$ cat config.mk
export PLATFORM = sky130hd
export DESIGN_NAME = pc_fetch_flat
export DESIGN_NICKNAME = d
export VERILOG_FILES = /design/src/rtl/pc_fetch_if.sv /design/src/rtl/pc_fetch.sv /design/src/flat_wrapper.sv
export SDC_FILE = /design/constraint.sdc
export NUM_CORES = 1
export LEC_CHECK = 0
export CORE_MARGIN = 3
export CORE_UTILIZATION = 46
export CTS_CLUSTER_SIZE = 14
export DETAILED_ROUTE_END_ITERATION = 16
export PLACE_DENSITY = 0.95
export SETUP_SLACK_MARGIN = 0.3
export SLEW_MARGIN = 0
export SYNTH_ARGS = -nofsm -noshare
export SYNTH_HDL_FRONTEND = slang
export SYNTH_SLANG_ARGS = --single-unit
$ cat constraint.sdc
create_clock -name clk -period 8.1 [get_ports clk]
set_input_delay 2.025 -clock clk [delete_from_list [all_inputs] [get_ports clk]]
set_output_delay 2.025 -clock clk [all_outputs]
set_load 0.05 [all_outputs]
$ cat src/rtl/pc_fetch_if.sv
`default_nettype none
// ============================================================================
// Module   : pc_fetch_if
// Brief    : Instruction-memory request bus and decode hand-off handshake.
// Revision : 1.0
// ============================================================================
interface pc_fetch_if;
    logic        imem_req;
    logic [31:0] imem_addr;
    logic        imem_ready;
    logic [31:0] imem_rdata;
    logic [31:0] instr;
    logic        instr_valid;
    logic        instr_accept;

    // Fetch stage side: drives the memory request and presents words to decode.
    modport master (
        output imem_req,
        output imem_addr,
        input  imem_ready,
        input  imem_rdata,
        output instr,
        output instr_valid,
        input  instr_accept
    );

    // Memory and decode side.
    modport slave (
        input  imem_req,
        input  imem_addr,
        output imem_ready,
        output imem_rdata,
        input  instr,
        input  instr_valid,
        output instr_accept
    );
endinterface
`default_nettype wire

$ cat src/rtl/pc_fetch.sv
`default_nettype none
// ============================================================================
// Module   : pc_fetch
// Brief    : MIPS program counter and instruction-fetch stage with ready
//            handshake towards memory and valid/accept towards decode.
// Revision : 1.0
// ============================================================================
module pc_fetch #(
    parameter logic [31:0] RESET_PC = 32'h0000_3000
) (
    input  wire logic        clk,
    input  wire logic        rst_n,
    pc_fetch_if.master       bus,
    input  wire logic [31:0] ext_imm,
    input  wire logic [25:0] jtarget,
    input  wire logic        branch,
    input  wire logic        zero,
    input  wire logic        jump,
    input  wire logic        jr,
    input  wire logic [31:0] jr_addr,
    output logic [31:0]      pc,
    output logic [31:0]      pc_plus4,
    output logic             addr_err
);

    localparam logic [31:0] c_pc_step = 32'd4;

    generate
        if (RESET_PC[1:0] != 2'b00) begin : g_reset_pc_misaligned
            $error("pc_fetch: RESET_PC must be word-aligned");
        end
    endgenerate

    typedef enum logic [1:0] {
        ST_IDLE  = 2'd0,
        ST_FETCH = 2'd1,
        ST_HOLD  = 2'd2
    } state_t;

    state_t      state_q,       state_d;
    logic [31:0] pc_q,          pc_d;
    logic [31:0] instr_q,       instr_d;
    logic        instr_valid_q, instr_valid_d;
    logic        imem_req_q,    imem_req_d;
    logic        addr_err_q,    addr_err_d;

    logic [31:0] seq_pc;
    logic [31:0] branch_off;
    logic [31:0] next_pc;
    logic        jr_misaligned;

    assign seq_pc        = pc_q + c_pc_step;
    // Shifting the whole word drops ext_imm[31:30] as modulo arithmetic requires.
    assign branch_off    = ext_imm << 2;
    assign jr_misaligned = jr && (jr_addr[1:0] != 2'b00);

    always_comb begin
        next_pc = seq_pc;
        if (jr) begin
            next_pc = {jr_addr[31:2], 2'b00};
        end else if (jump) begin
            next_pc = {seq_pc[31:28], jtarget, 2'b00};
        end else if (branch && zero) begin
            next_pc = seq_pc + branch_off;
        end
    end

    always_comb begin
        state_d       = state_q;
        pc_d          = pc_q;
        instr_d       = instr_q;
        instr_valid_d = instr_valid_q;
        imem_req_d    = imem_req_q;
        addr_err_d    = addr_err_q;

        unique case (state_q)
            ST_IDLE: begin
                state_d    = ST_FETCH;
                imem_req_d = 1'b1;
            end
            ST_FETCH: begin
                if (bus.imem_ready) begin
                    instr_d       = bus.imem_rdata;
                    instr_valid_d = 1'b1;
                    imem_req_d    = 1'b0;
                    state_d       = ST_HOLD;
                end
            end
            ST_HOLD: begin
                // A coincident imem_ready here is a stale response and is ignored.
                if (bus.instr_accept) begin
                    pc_d          = next_pc;
                    instr_valid_d = 1'b0;
                    imem_req_d    = 1'b1;
                    state_d       = ST_FETCH;
                    if (jr_misaligned) begin
                        addr_err_d = 1'b1;
                    end
                end
            end
            default: begin
                state_d       = ST_IDLE;
                instr_valid_d = 1'b0;
                imem_req_d    = 1'b0;
            end
        endcase
    end

    always_ff @(posedge clk or negedge rst_n) begin
        if (!rst_n) begin
            state_q       <= ST_IDLE;
            pc_q          <= RESET_PC;
            instr_q       <= 32'd0;
            instr_valid_q <= 1'b0;
            imem_req_q    <= 1'b0;
            addr_err_q    <= 1'b0;
        end else begin
            state_q       <= state_d;
            pc_q          <= pc_d;
            instr_q       <= instr_d;
            instr_valid_q <= instr_valid_d;
            imem_req_q    <= imem_req_d;
            addr_err_q    <= addr_err_d;
        end
    end

    assign bus.imem_req    = imem_req_q;
    assign bus.imem_addr   = pc_q;
    assign bus.instr       = instr_q;
    assign bus.instr_valid = instr_valid_q;
    assign pc              = pc_q;
    assign pc_plus4        = seq_pc;
    assign addr_err        = addr_err_q;

endmodule
`default_nettype wire

$ cat src/flat_wrapper.sv
// flat-port wrapper written by rule: the top's interface ports become plain ports
module pc_fetch_flat 
#(
    parameter logic [31:0] RESET_PC = 32'h0000_3000
)
  (clk, rst_n, ext_imm, jtarget, branch, zero, jump, jr, jr_addr, pc, pc_plus4, addr_err, bus_imem_req, bus_imem_addr, bus_imem_ready, bus_imem_rdata, bus_instr, bus_instr_valid, bus_instr_accept);
  pc_fetch_if bus_i ();
  input  wire logic clk;
  input  wire logic rst_n;
  input  wire logic [31:0] ext_imm;
  input  wire logic [25:0] jtarget;
  input  wire logic branch;
  input  wire logic zero;
  input  wire logic jump;
  input  wire logic jr;
  input  wire logic [31:0] jr_addr;
  output logic [31:0] pc;
  output logic [31:0] pc_plus4;
  output logic addr_err;
  output wire logic [$bits(bus_i.imem_req)-1:0] bus_imem_req;
  output wire logic [$bits(bus_i.imem_addr)-1:0] bus_imem_addr;
  input wire logic [$bits(bus_i.imem_ready)-1:0] bus_imem_ready;
  input wire logic [$bits(bus_i.imem_rdata)-1:0] bus_imem_rdata;
  output wire logic [$bits(bus_i.instr)-1:0] bus_instr;
  output wire logic [$bits(bus_i.instr_valid)-1:0] bus_instr_valid;
  input wire logic [$bits(bus_i.instr_accept)-1:0] bus_instr_accept;
  assign bus_imem_req = bus_i.imem_req;
  assign bus_imem_addr = bus_i.imem_addr;
  assign bus_i.imem_ready = bus_imem_ready;
  assign bus_i.imem_rdata = bus_imem_rdata;
  assign bus_instr = bus_i.instr;
  assign bus_instr_valid = bus_i.instr_valid;
  assign bus_i.instr_accept = bus_instr_accept;
  pc_fetch #(.RESET_PC(RESET_PC)) u_core (.clk(clk), .rst_n(rst_n), .bus(bus_i), .ext_imm(ext_imm), .jtarget(jtarget), .branch(branch), .zero(zero), .jump(jump), .jr(jr), .jr_addr(jr_addr), .pc(pc), .pc_plus4(pc_plus4), .addr_err(addr_err));
endmodule
==> run_results.csv, run 1 <==
group,metric,value,unit
cts,clkLatencyLatePin,330,ps
route,wire_per_inst,20.0,µm
sta,fin_tns_setup,0,ps
synthesis,async_flop_share,100,%
run_status,status,"complete, no violations",
sta,relSlewSlack,22.9,%
critical_path,arrival,3450,ps
die,die_area,13400,µm²
synthesis,yosysUniqueCellTypes,65,
cts,post_cts_resized,0,
hold_path,hold_path.class,"flip-flop to flip-flop",
synthesis,synth_area_leaders,"dfrtp_1 29%, ha_1 8.1%, mux2_2 6.5%",
cts,cts_setup_buffers,0,
critical_path,path_max_fanout,7,
cts,clkSinkCount,66,
cts,clockBufferDepth,2,
cts,cts_hold_buf,0,
sta,worst_pin_slew,1150,ps
cts,clk_pin_slew,60,ps
place,io_buffers,252,
global_route,overflow,0,
place,gp_congestion,0.911,
route,drt-pass1-iter-count,5,
global_route,met2_usage,52.0,%
cts,h-tree-depth,3,
critical_path,rr_worst_depth,15,
sta,hold_ws,502,ps
global_route,antenna_found_initial,0,
critical_path,critPathRequiredTime,6080,ps
critical_path,critPathSlowestCell,"clkdlybuf4s50_1",
die,core.rowCount,39,
hold_path,hold_path_depth,1,
route,drt-initial-drc-count,440,
synthesis,synth_top_area_share,28.9,%
global_route,busiest_layer,"met2",
sta,min_period_over_period,67.6,%
synthesis,synth-seq-area-share,29.8,%
synthesis,syn_area,5550,µm²
cts,cts_root_buf,"clkbuf_16",
route,wl,20100,µm
critical_path,end_kind,"output pin",
cells_and_area,drive_gt1_share,8.50,%
critical_path,path_cells,"ha_1, and4_1, nor3b_4, nand2_2, nor2_4, and4_4, xor2_2, clkdlybuf4s50_1",
route,viasPerCell,5.84,
critical_path,path_depth,8,
sta,period_needed,5470,ps
sta,rsz0062_at_grt,"no",
sta,hold_viol_final,0,
global_route,grt_util_met3,4.80,%
route,final_antenna_net_count,0,
global_route,grt_max_degree,67,
global_route,grt_pass1_vias,5983,
cells_and_area,syn_to_final_growth,48.4,%
synthesis,synth_ff_type,"dfrtp_1",
global_route,grt_util_all_layers,29.6,%
route,drc,0,
power_and_ir_drop,irDropWorstVdd,0.000357,V
power_and_ir_drop,p_per_area,501,nW/µm²
cells_and_area,fillers,856,
die,core,11600,µm²
critical_path,cp_top_family,"simple AND/OR/NAND/NOR gates",
die,io_pins,261,
job,drv_cap,0,
synthesis,netlist.top_cell.by_area,"dfrtp_1",
place,hpwl,14900,µm
cells_and_area,layout.nets,1022,
sta,fmax,183,MHz
power_and_ir_drop,leakage,3.44,nW
critical_path,critPathLaunchType,"flip-flop",
sta,finClkSkew,10.8,ps
route,vias,5856,
sta,setup_viol,0,
synthesis,syn_inst,647,
die,fp.dieW,116,µm
synthesis,synth_edf_count,0,
sta,slew_viol_final,0,
cts,numCtsBuffers,9,
critical_path,max_stage_delay,870,ps
die,start_util,47.8,%
cts,cts_tree,"yes",
die,die_y,116,µm
critical_path,path_buf_inv,1,
synthesis,yosysWarnings,0,
cells_and_area,antennaDiodeCount,0,
synthesis,ys_seq_elements,66,
global_route,grt_use_met1,36.6,%
global_route,grt_pass1_wl,31000,µm
critical_path,crit_type,"flip-flop to output pin",
synthesis,synth.avg_cell_area,8.58,µm²
## synthesized netlist by cell type (all sizes together) (5+ instances only)
cell / number
a21oi: 55
nand4: 10
a31oi: 7
xor2: 20
and3: 13
nor2: 51
inv: 8
dfrtp: 64
clkbuf: 27
mux2: 32
ha: 36
o211ai: 13
o21ai: 46
nand2: 74
a311oi: 5
nand3: 26
xnor2: 34
a221oi: 5
a21o: 18
buf: 38
o21a: 7
## flip-flops by register name, summed over array words and instances (netlist names)
signal	flops
u_core.bus.instr_valid	1
u_core.bus.imem_req	1
u_core.addr_err	1
u_core.bus.instr	32
u_core.state_q	1
u_core.bus.imem_addr	30
## worst register-to-register path: stages, from the launching register on
cell and delay [ps]:
dfrtp_1 460, ha_1 250, and4_1 270, nand4_1 150
or2_2 320, xnor2_1 260, ha_1 360, a21oi_1 280
o21ai_0 120, a21oi_1 260, o21ai_1 200, a21oi_2 220
o21ai_1 150, a311oi_1 380, xor2_1 220, o21ai_1 80
## cell usage in the layout (no fill, tap or decap), types with 3 or more instances in the layout
master	count
a21oi_1	54
o21ai_1	6
a311oi_1	5
a31oi_1	6
a21o_1	18
clkbuf_16	9
or2_2	3
o211ai_1	12
xor2_1	19
dfrtp_1	64
nand4_1	9
conb_1	6
o211a_1	3
clkdlybuf4s50_1	251
o22ai_1	4
nand2_1	72
a221oi_1	5
ha_1	36
o21a_1	7
mux2_2	32
and3_1	13
nor2_1	49
inv_1	8
o21bai_1	3
xnor2_1	34
o21ai_0	40
a211oi_1	4
buf_4	5
nand3_1	26
nor3_1	4
## stage by stage
step / instance area, µm² / setup slack (ps) / power (W) / utilization, % / instances
6_report: 8230 / 2630 / 0.00412 / 70.9 / 1002
5_1_grt: 8230 / 2480 / 0.00433 / 70.9 / 1002
4_1_cts: 8230 / 2670 / 0.00411 / 70.9 / 1002
3_5_place_dp: 7920 / 2960 / 0.00367 / 68.2 / 987
3_3_place_gp: 7920 / 3040 / 0.00360 / 68.2 / 987
2_1_floorplan: 5570 / 3320 / 0.00282 / - / 652
## power breakdown
| part | total [W] | switching (W) | leakage (nW) | internal, W |
|---|---|---|---|---|
| Sequential | 0.000693 | 0.000197 | 0.781 | 0.000496 |
| Combinational | 0.00301 | 0.00195 | 2.51 | 0.00106 |
| Clock | 0.000420 | 0.000151 | 0.150 | 0.000269 |
## logic make-up after synthesis
| group | synth area share, % |
|---|---|
| compound gates | 22.1 |
| flops | 29.8 |
| mux | 6.85 |
| buf+inv | 7.46 |
| xor+xnor | 8.66 |
| simple gates | 16.6 |
| other cells | 0.0676 |
| fa+ha+maj | 8.48 |
## worst paths after layout
path                                                startpoint                                    to  slack (ps)
hold reg to reg                u_core.bus.instr[3]$_DFFE_PN0P_       u_core.bus.instr[3]$_DFFE_PN0P_         500
min in group asynchronous                                rst_n      u_core.bus.instr[31]$_DFFE_PN0P_        1890
max in group asynchronous                                rst_n  u_core.bus.imem_addr[26]$_DFFE_PN0P_        5610
setup / recovery           u_core.bus.imem_addr[2]$_DFFE_PN0P_                          pc_plus4[30]        2630
setup reg to reg           u_core.bus.imem_addr[2]$_DFFE_PN0P_  u_core.bus.imem_addr[29]$_DFFE_PN0P_        3980
hold / removal                 u_core.bus.instr[3]$_DFFE_PN0P_       u_core.bus.instr[3]$_DFFE_PN0P_         500
## final cells by class
cell class / count / area (µm²) / area share, %
inverter: 9 / 33.8 / 0.410
tap: 143 / 179 / 2.17
clock buffer: 11 / 233 / 2.83
multi-input combinational: 512 / 3500 / 42.5
clock inverter: 4 / 77.6 / 0.942
sequential: 66 / 1650 / 20.1
timing repair buffer: 257 / 2550 / 31.0
## per-layer routing
metal  wire, µm  vias to the layer above
met3       1580                       47
met2      10300                      331
met1       7680                     2766
li1           -                     2712
met5          0                        -
met4        531                        0
(Power assumes the default switching activity.)
==> run 2: changes to the inputs <==
--- a/config.mk
+++ b/config.mk
@@ -6,10 +6,10 @@
 export NUM_CORES = 1
 export LEC_CHECK = 0
 export CORE_MARGIN = 3
-export CORE_UTILIZATION = 46
+export CORE_UTILIZATION = 38
 export CTS_CLUSTER_SIZE = 14
 export DETAILED_ROUTE_END_ITERATION = 16
-export PLACE_DENSITY = 0.95
+export PLACE_DENSITY = 0.86
 export SETUP_SLACK_MARGIN = 0.3
 export SLEW_MARGIN = 0
 export SYNTH_ARGS = -nofsm -noshare
==> constraint.sdc (replaced) <==
create_clock -name clk -period 4.7 [get_ports clk]
set_input_delay 1.175 -clock clk [delete_from_list [all_inputs] [get_ports clk]]
set_output_delay 1.175 -clock clk [all_outputs]
set_load 0.05 [all_outputs]
==> run_results.csv, run 2 (synthesis gave the netlist of run 1 again) <==
group,metric,value,unit
power_and_ir_drop,irDropWorstVdd,0.000501,V
sta,relSlewSlack,33.4,%
critical_path,crit_type,"flip-flop to output pin",
cts,cts_tree,"yes",
cells_and_area,antennaDiodeCount,0,
global_route,grt_pass1_vias,5951,
cts,numCtsBuffers,9,
die,die_area,16100,µm²
die,die_y,127,µm
die,fp.dieW,127,µm
cts,cts_root_buf,"clkbuf_16",
global_route,grt_max_degree,41,
power_and_ir_drop,leakage,3.62,nW
cts,clockBufferDepth,2,
route,wl,20500,µm
place,io_buffers,252,
route,vias,5760,
cells_and_area,syn_to_final_growth,51.0,%
route,drt-pass1-iter-count,5,
sta,slew_viol_final,0,
cts,clkLatencyLatePin,340,ps
sta,fmax,236,MHz
route,wire_per_inst,19.6,µm
critical_path,arrival,3070,ps
cts,h-tree-depth,3,
sta,min_period_over_period,90.3,%
sta,worst_pin_slew,999,ps
route,viasPerCell,5.51,
place,hpwl,15500,µm
place,placed_cells_incl_taps,1030,
die,start_util,39.4,%
sta,setup_viol,0,
power_and_ir_drop,p_total,0.00706,W
cells_and_area,fillers,1218,
place,place_ws,411,ps
cells_and_area,largest_reg_flops,32,
critical_path,path_max_fanout,6,
global_route,overflow,0,
sta,fin_tns_setup,0,ps
route,final_antenna_net_count,0,
sta,hold_viol_final,0,
route,drc,0,
cells_and_area,multi_input_area,3540,µm²
cts,cts_hold_buf,0,
route,drt-initial-drc-count,306,
sta,period_needed,4250,ps
critical_path,end_kind,"output pin",
die,core.rowCount,43,
critical_path,critPathRequiredTime,3520,ps
cells_and_area,mostFrequentLayoutCell,"clkdlybuf4s50_1",
sta,finClkSkew,7.06,ps
cts,clkSinkCount,66,
cts,cts_setup_buffers,0,
power_and_ir_drop,p_per_area,842,nW/µm²
cells_and_area,drive_gt1_share,10.3,%
place,gp_congestion,0.882,
global_route,grt_pass1_wl,31900,µm
cells_and_area,final_cell_mix,"237 x clkdlybuf4s50_1, 72 x nand2_1, 63 x dfrtp_1",
run_status,status,"complete, no violations",
sta,rsz0062_at_grt,"no",
cells_and_area,register_area,1660,µm²
hold_path,hold_path.class,"flip-flop to flip-flop",
global_route,grt_util_all_layers,25.0,%
sta,worst_slack,455,ps
cells_and_area,instances_no_fill,1046,
die,core,14100,µm²
critical_path,critPathLaunchType,"flip-flop",
sta,hold_ws,478,ps
global_route,antenna_found_initial,0,
die,io_pins,261,
cells_and_area,layout.nets,1028,
job,drv_cap,0,
cts,clk_pin_slew,60,ps
run 2: changes by cell type in the layout (fill, tap and decap cells not counted), moves of 2 or more:
cell,before,now
clkdlybuf4s50_1,251,237
dlymetal6s2s_1,0,9
buf_4,5,11
dlygate4sd2_1,0,5
xnor2_1,34,29
xnor2_2,0,5
clkinvlp_4,0,3
clkbuf_1,2,0
run 2: what timing repair did:
action	CTS	global route
endpoints found under the hold margin	0	0
gates resized for setup	5	13
cloned	0	0
endpoints found under the setup margin	5	12
run 2: report_power, final:
| part | total [W] | internal [W] | leakage, nW | switching [W] |
|---|---|---|---|---|
| registers | 0.00119 | 0.000855 | 0.780 | 0.000339 |
| clock network | 0.000698 | 0.000425 | 0.141 | 0.000273 |
| logic | 0.00517 | 0.00183 | 2.70 | 0.00333 |
| total | 0.00706 | 0.00311 | 3.62 | 0.00395 |
run 2: path summary, 6_finish.rpt:
kind                                                        end                                  from  depth (start not counted)  slack [ps]
max                                                pc_plus4[30]   u_core.bus.imem_addr[3]$_DFFE_PN0P_                          8         450
min                                 u_core.addr_err$_DFFE_PN0P_           u_core.addr_err$_DFFE_PN0P_                          1         480
max reg2reg                u_core.bus.imem_addr[30]$_DFFE_PN0P_  u_core.bus.imem_addr[12]$_DFFE_PN1P_                         15         590
min reg2reg                         u_core.addr_err$_DFFE_PN0P_           u_core.addr_err$_DFFE_PN0P_                          1         480
max in group asynchronous      u_core.bus.instr[29]$_DFFE_PN0P_                                 rst_n                          2        2700
min in group asynchronous       u_core.bus.instr[6]$_DFFE_PN0P_                                 rst_n                          1        1010
run 2: per-stage QoR:
| stage | utilization (%) | area (µm²) |
|---|---|---|
| 5_1_grt | 59.5 | 8380 |
| 3_3_place_gp | 57.1 | 8050 |
| 4_1_cts | 59.2 | 8340 |
| 2_1_floorplan | - | 5600 |
| 6_report | 59.5 | 8380 |
| 3_5_place_dp | 57.1 | 8050 |
run 2: area by class of cell:
| type | instances | area share (%) |
|---|---|---|
| clock inverters | 6 | 0.791 |
| repair buffers | 263 | 31.2 |
| inverters | 9 | 0.403 |
| flip-flops and latches | 66 | 19.8 |
| well taps | 180 | 2.69 |
| multi-input cells | 512 | 42.3 |
| clock buffers | 10 | 2.85 |
run 2: layer usage:
metal / GRT usage, % / share of wire [%] / vias up
met5: 0 / 0 / -
met4: 9.15 / 2.4 / 0
met3: 5.47 / 7.0 / 41
met2: 42.4 / 49 / 264
met1: 31.4 / 41 / 2736
li1: - / - / 2719
run 2: worst max-delay path, stage by stage (launching register included):
cell	delay, ps
dfrtp_1	460
ha_1	260
and4_1	290
nor3b_4	340
nand2_2	150
nor2_4	170
and4_4	250
xor2_2	220
dlygate4sd2_1	580
==> run 3: changes to the inputs <==
--- a/config.mk
+++ b/config.mk
@@ -5,6 +5,7 @@
 export SDC_FILE = /design/constraint.sdc
 export NUM_CORES = 1
 export LEC_CHECK = 0
+export CORE_ASPECT_RATIO = 0.5
 export CORE_MARGIN = 3
 export CORE_UTILIZATION = 38
 export CTS_CLUSTER_SIZE = 14
==> run_results.csv, run 3 (synthesis gave the netlist of run 1 again) <==
group,metric,value,unit
run_status,status,"complete, no violations",
power_and_ir_drop,irDropWorstVdd,0.000438,V
power_and_ir_drop,leakage,3.53,nW
cts,h-tree-depth,3,
global_route,antenna_found_initial,0,
global_route,grt_pass1_vias,5896,
cts,clockBufferDepth,2,
die,io_pins,261,
sta,rsz0062_at_grt,"yes",
route,final_antenna_net_count,0,
cells_and_area,fillers,1169,
route,wl,20400,µm
global_route,grt_pass1_wl,31500,µm
cells_and_area,mostFrequentLayoutCell,"clkdlybuf4s50_1",
die,die_area,16200,µm²
sta,hold_viol_final,0,
critical_path,arrival,4490,ps
sta,min_period_over_period,91.3,%
critical_path,critPathLaunchType,"flip-flop",
sta,fmax,233,MHz
critical_path,critPathSlowestCell,"dfrtp_1",
global_route,overflow,0,
global_route,grt_max_degree,37,
cells_and_area,antennaDiodeCount,0,
route,drt-pass1-iter-count,7,
power_and_ir_drop,switching_power,0.00400,W
cts,cts_setup_buffers,0,
sta,slew_viol_final,0,
power_and_ir_drop,seq_power_share,16.9,%
cells_and_area,instances_no_fill,1055,
critical_path,r2r_slack,410,ps
route,drc,0,
cells_and_area,layout.nets,1025,
global_route,grt_util_all_layers,24.4,%
critical_path,worstSetupStartpoint,"u_core.bus.imem_addr[3]$_DFFE_PN0P_",
critical_path,cpMostUsedCell,"o21ai_1",
sta,worst_pin_slew,1050,ps
critical_path,r2r-end,"u_core.bus.imem_addr[29]$_DFFE_PN0P_",
cts,clk_pin_slew,60,ps
cells_and_area,drive_gt1_share,9.97,%
route,drt-initial-drc-count,489,
die,core,13900,µm²
cts,cts_tree,"yes",
critical_path,rr_worst_depth,15,
critical_path,cp-endpoint,"u_core.bus.imem_addr[29]$_DFFE_PN0P_",
cells_and_area,final_cell_mix,"240 x clkdlybuf4s50_1, 72 x nand2_1, 64 x dfrtp_1",
die,fp.dieW,177,µm
cells_and_area,syn_to_final_growth,50.4,%
die,core.rowCount,30,
critical_path,path_cells,"ha_1, and4_1, nand4_1, or2_2, xnor2_2, ha_1, a21oi_1, o21ai_0, a21oi_2, o21ai_1, a21oi_2, o21ai_1, a311oi_1, xor2_1, o21ai_1",
critical_path,end_kind,"flip-flop",
place,gp_congestion,0.942,
route,wire_per_inst,19.4,µm
cts,numCtsBuffers,9,
power_and_ir_drop,clkPwrFrac,9.8,%
place,placed_cells_incl_taps,1039,
sta,relSlewSlack,30.2,%
power_and_ir_drop,sw_frac_of_total,56.2,%
die,start_util,39.8,%
die,die_y,91.5,µm
sta,fin_tns_setup,0,ps
place,io_buffers,252,
critical_path,timing.rr.start,"u_core.bus.imem_addr[3]$_DFFE_PN0P_",
hold_path,hold_path.class,"flip-flop to flip-flop",
critical_path,max_stage_delay,480,ps
place,hpwl,15900,µm
route,vias,5860,
route,viasPerCell,5.55,
cts,cts_root_buf,"clkbuf_16",
cells_and_area,largest_reg_flops,32,
critical_path,critPathRequiredTime,4900,ps
cts,cts_hold_buf,0,
cts,clkLatencyLatePin,330,ps
sta,finClkSkew,5.90,ps
job,drv_cap,0,
sta,setup_viol,0,
critical_path,crit_type,"flip-flop to flip-flop",
power_and_ir_drop,p_comb_share,73.3,%
power_and_ir_drop,p_per_area,852,nW/µm²
cts,clkSinkCount,66,
critical_path,path_max_fanout,6,
power_and_ir_drop,p_int,0.00311,W
sta,period_needed,4290,ps
-- run 3: how the worst min path moves through the flow --
stage | from | endpoint | slack, ps | depth (start not counted)
after detailed placement | u_core.addr_err$_DFFE_PN0P_ | u_core.addr_err$_DFFE_PN0P_ | 470 | 1
after global routing | u_core.addr_err$_DFFE_PN0P_ | u_core.addr_err$_DFFE_PN0P_ | 500 | 1
after CTS | u_core.addr_err$_DFFE_PN0P_ | u_core.addr_err$_DFFE_PN0P_ | 480 | 1
after global placement | u_core.addr_err$_DFFE_PN0P_ | u_core.addr_err$_DFFE_PN0P_ | 460 | 1
after floorplan | u_core.state_q[1]$_DFFE_PN0P_ | u_core.bus.imem_req$_DFFE_PN0P_ | 470 | 1
final | u_core.addr_err$_DFFE_PN0P_ | u_core.addr_err$_DFFE_PN0P_ | 480 | 1
-- run 3: worst max-delay path: cells and delay by family (launching register included) --
kind                     cells  cell delay (ps)
AND/OR/NAND/NOR              3              780
flip-flops                   1              480
XOR/XNOR                     2              410
adder cells (fa/ha/maj)      2              650
AO/OA/AOI/OAI                8             1850
-- run 3: final cells by class --
type	count	area (µm²)	share of cell area [%]
clock buffers	12	256	3.07
multi-input cells	512	3540	42.4
clock inverters	4	50.0	0.600
repair buffers	260	2570	30.8
well taps	192	240	2.88
inverters	9	33.8	0.405
flip-flops and latches	66	1650	19.8
-- run 3: through the flow --
step	total power (W)	hold slack [ps]	cell area [µm²]	util (%)	worst slack, ps
3_3_place_gp	0.00626	460	8040	57.7	403
2_1_floorplan	0.00487	467	5600	-	292
5_1_grt	0.00745	500	8350	59.9	245
3_5_place_dp	0.00638	469	8040	57.7	369
6_report	0.00711	479	8350	59.9	408
4_1_cts	0.00708	482	8330	59.8	312
-- run 3: metal layers --
metal,GRT usage [%],share of wire [%],up-vias
li1,-,-,2715
met1,30.5,40,2800
met2,42.4,50,296
met3,4.51,7.4,49
met4,8.16,2.7,0
met5,0,0,-
-- run 3: power groups by stage --
stage	clock [W]	sequential [W]	combinational, W
after detailed placement	0	0.00120	0.00518
after CTS	0.000704	0.00119	0.00519
final	0.000700	0.00120	0.00521
after global routing	0.000733	0.00124	0.00547
after global placement	0	0.00117	0.00509
after floorplan	0	0.00209	0.00278
-- run 3: what timing repair did --
| action | in CTS | in global routing |
|---|---|---|
| hold endpoints to repair | 0 | 0 |
| resized for setup | 8 | 11 |
| setup endpoints to repair | 8 | 9 |
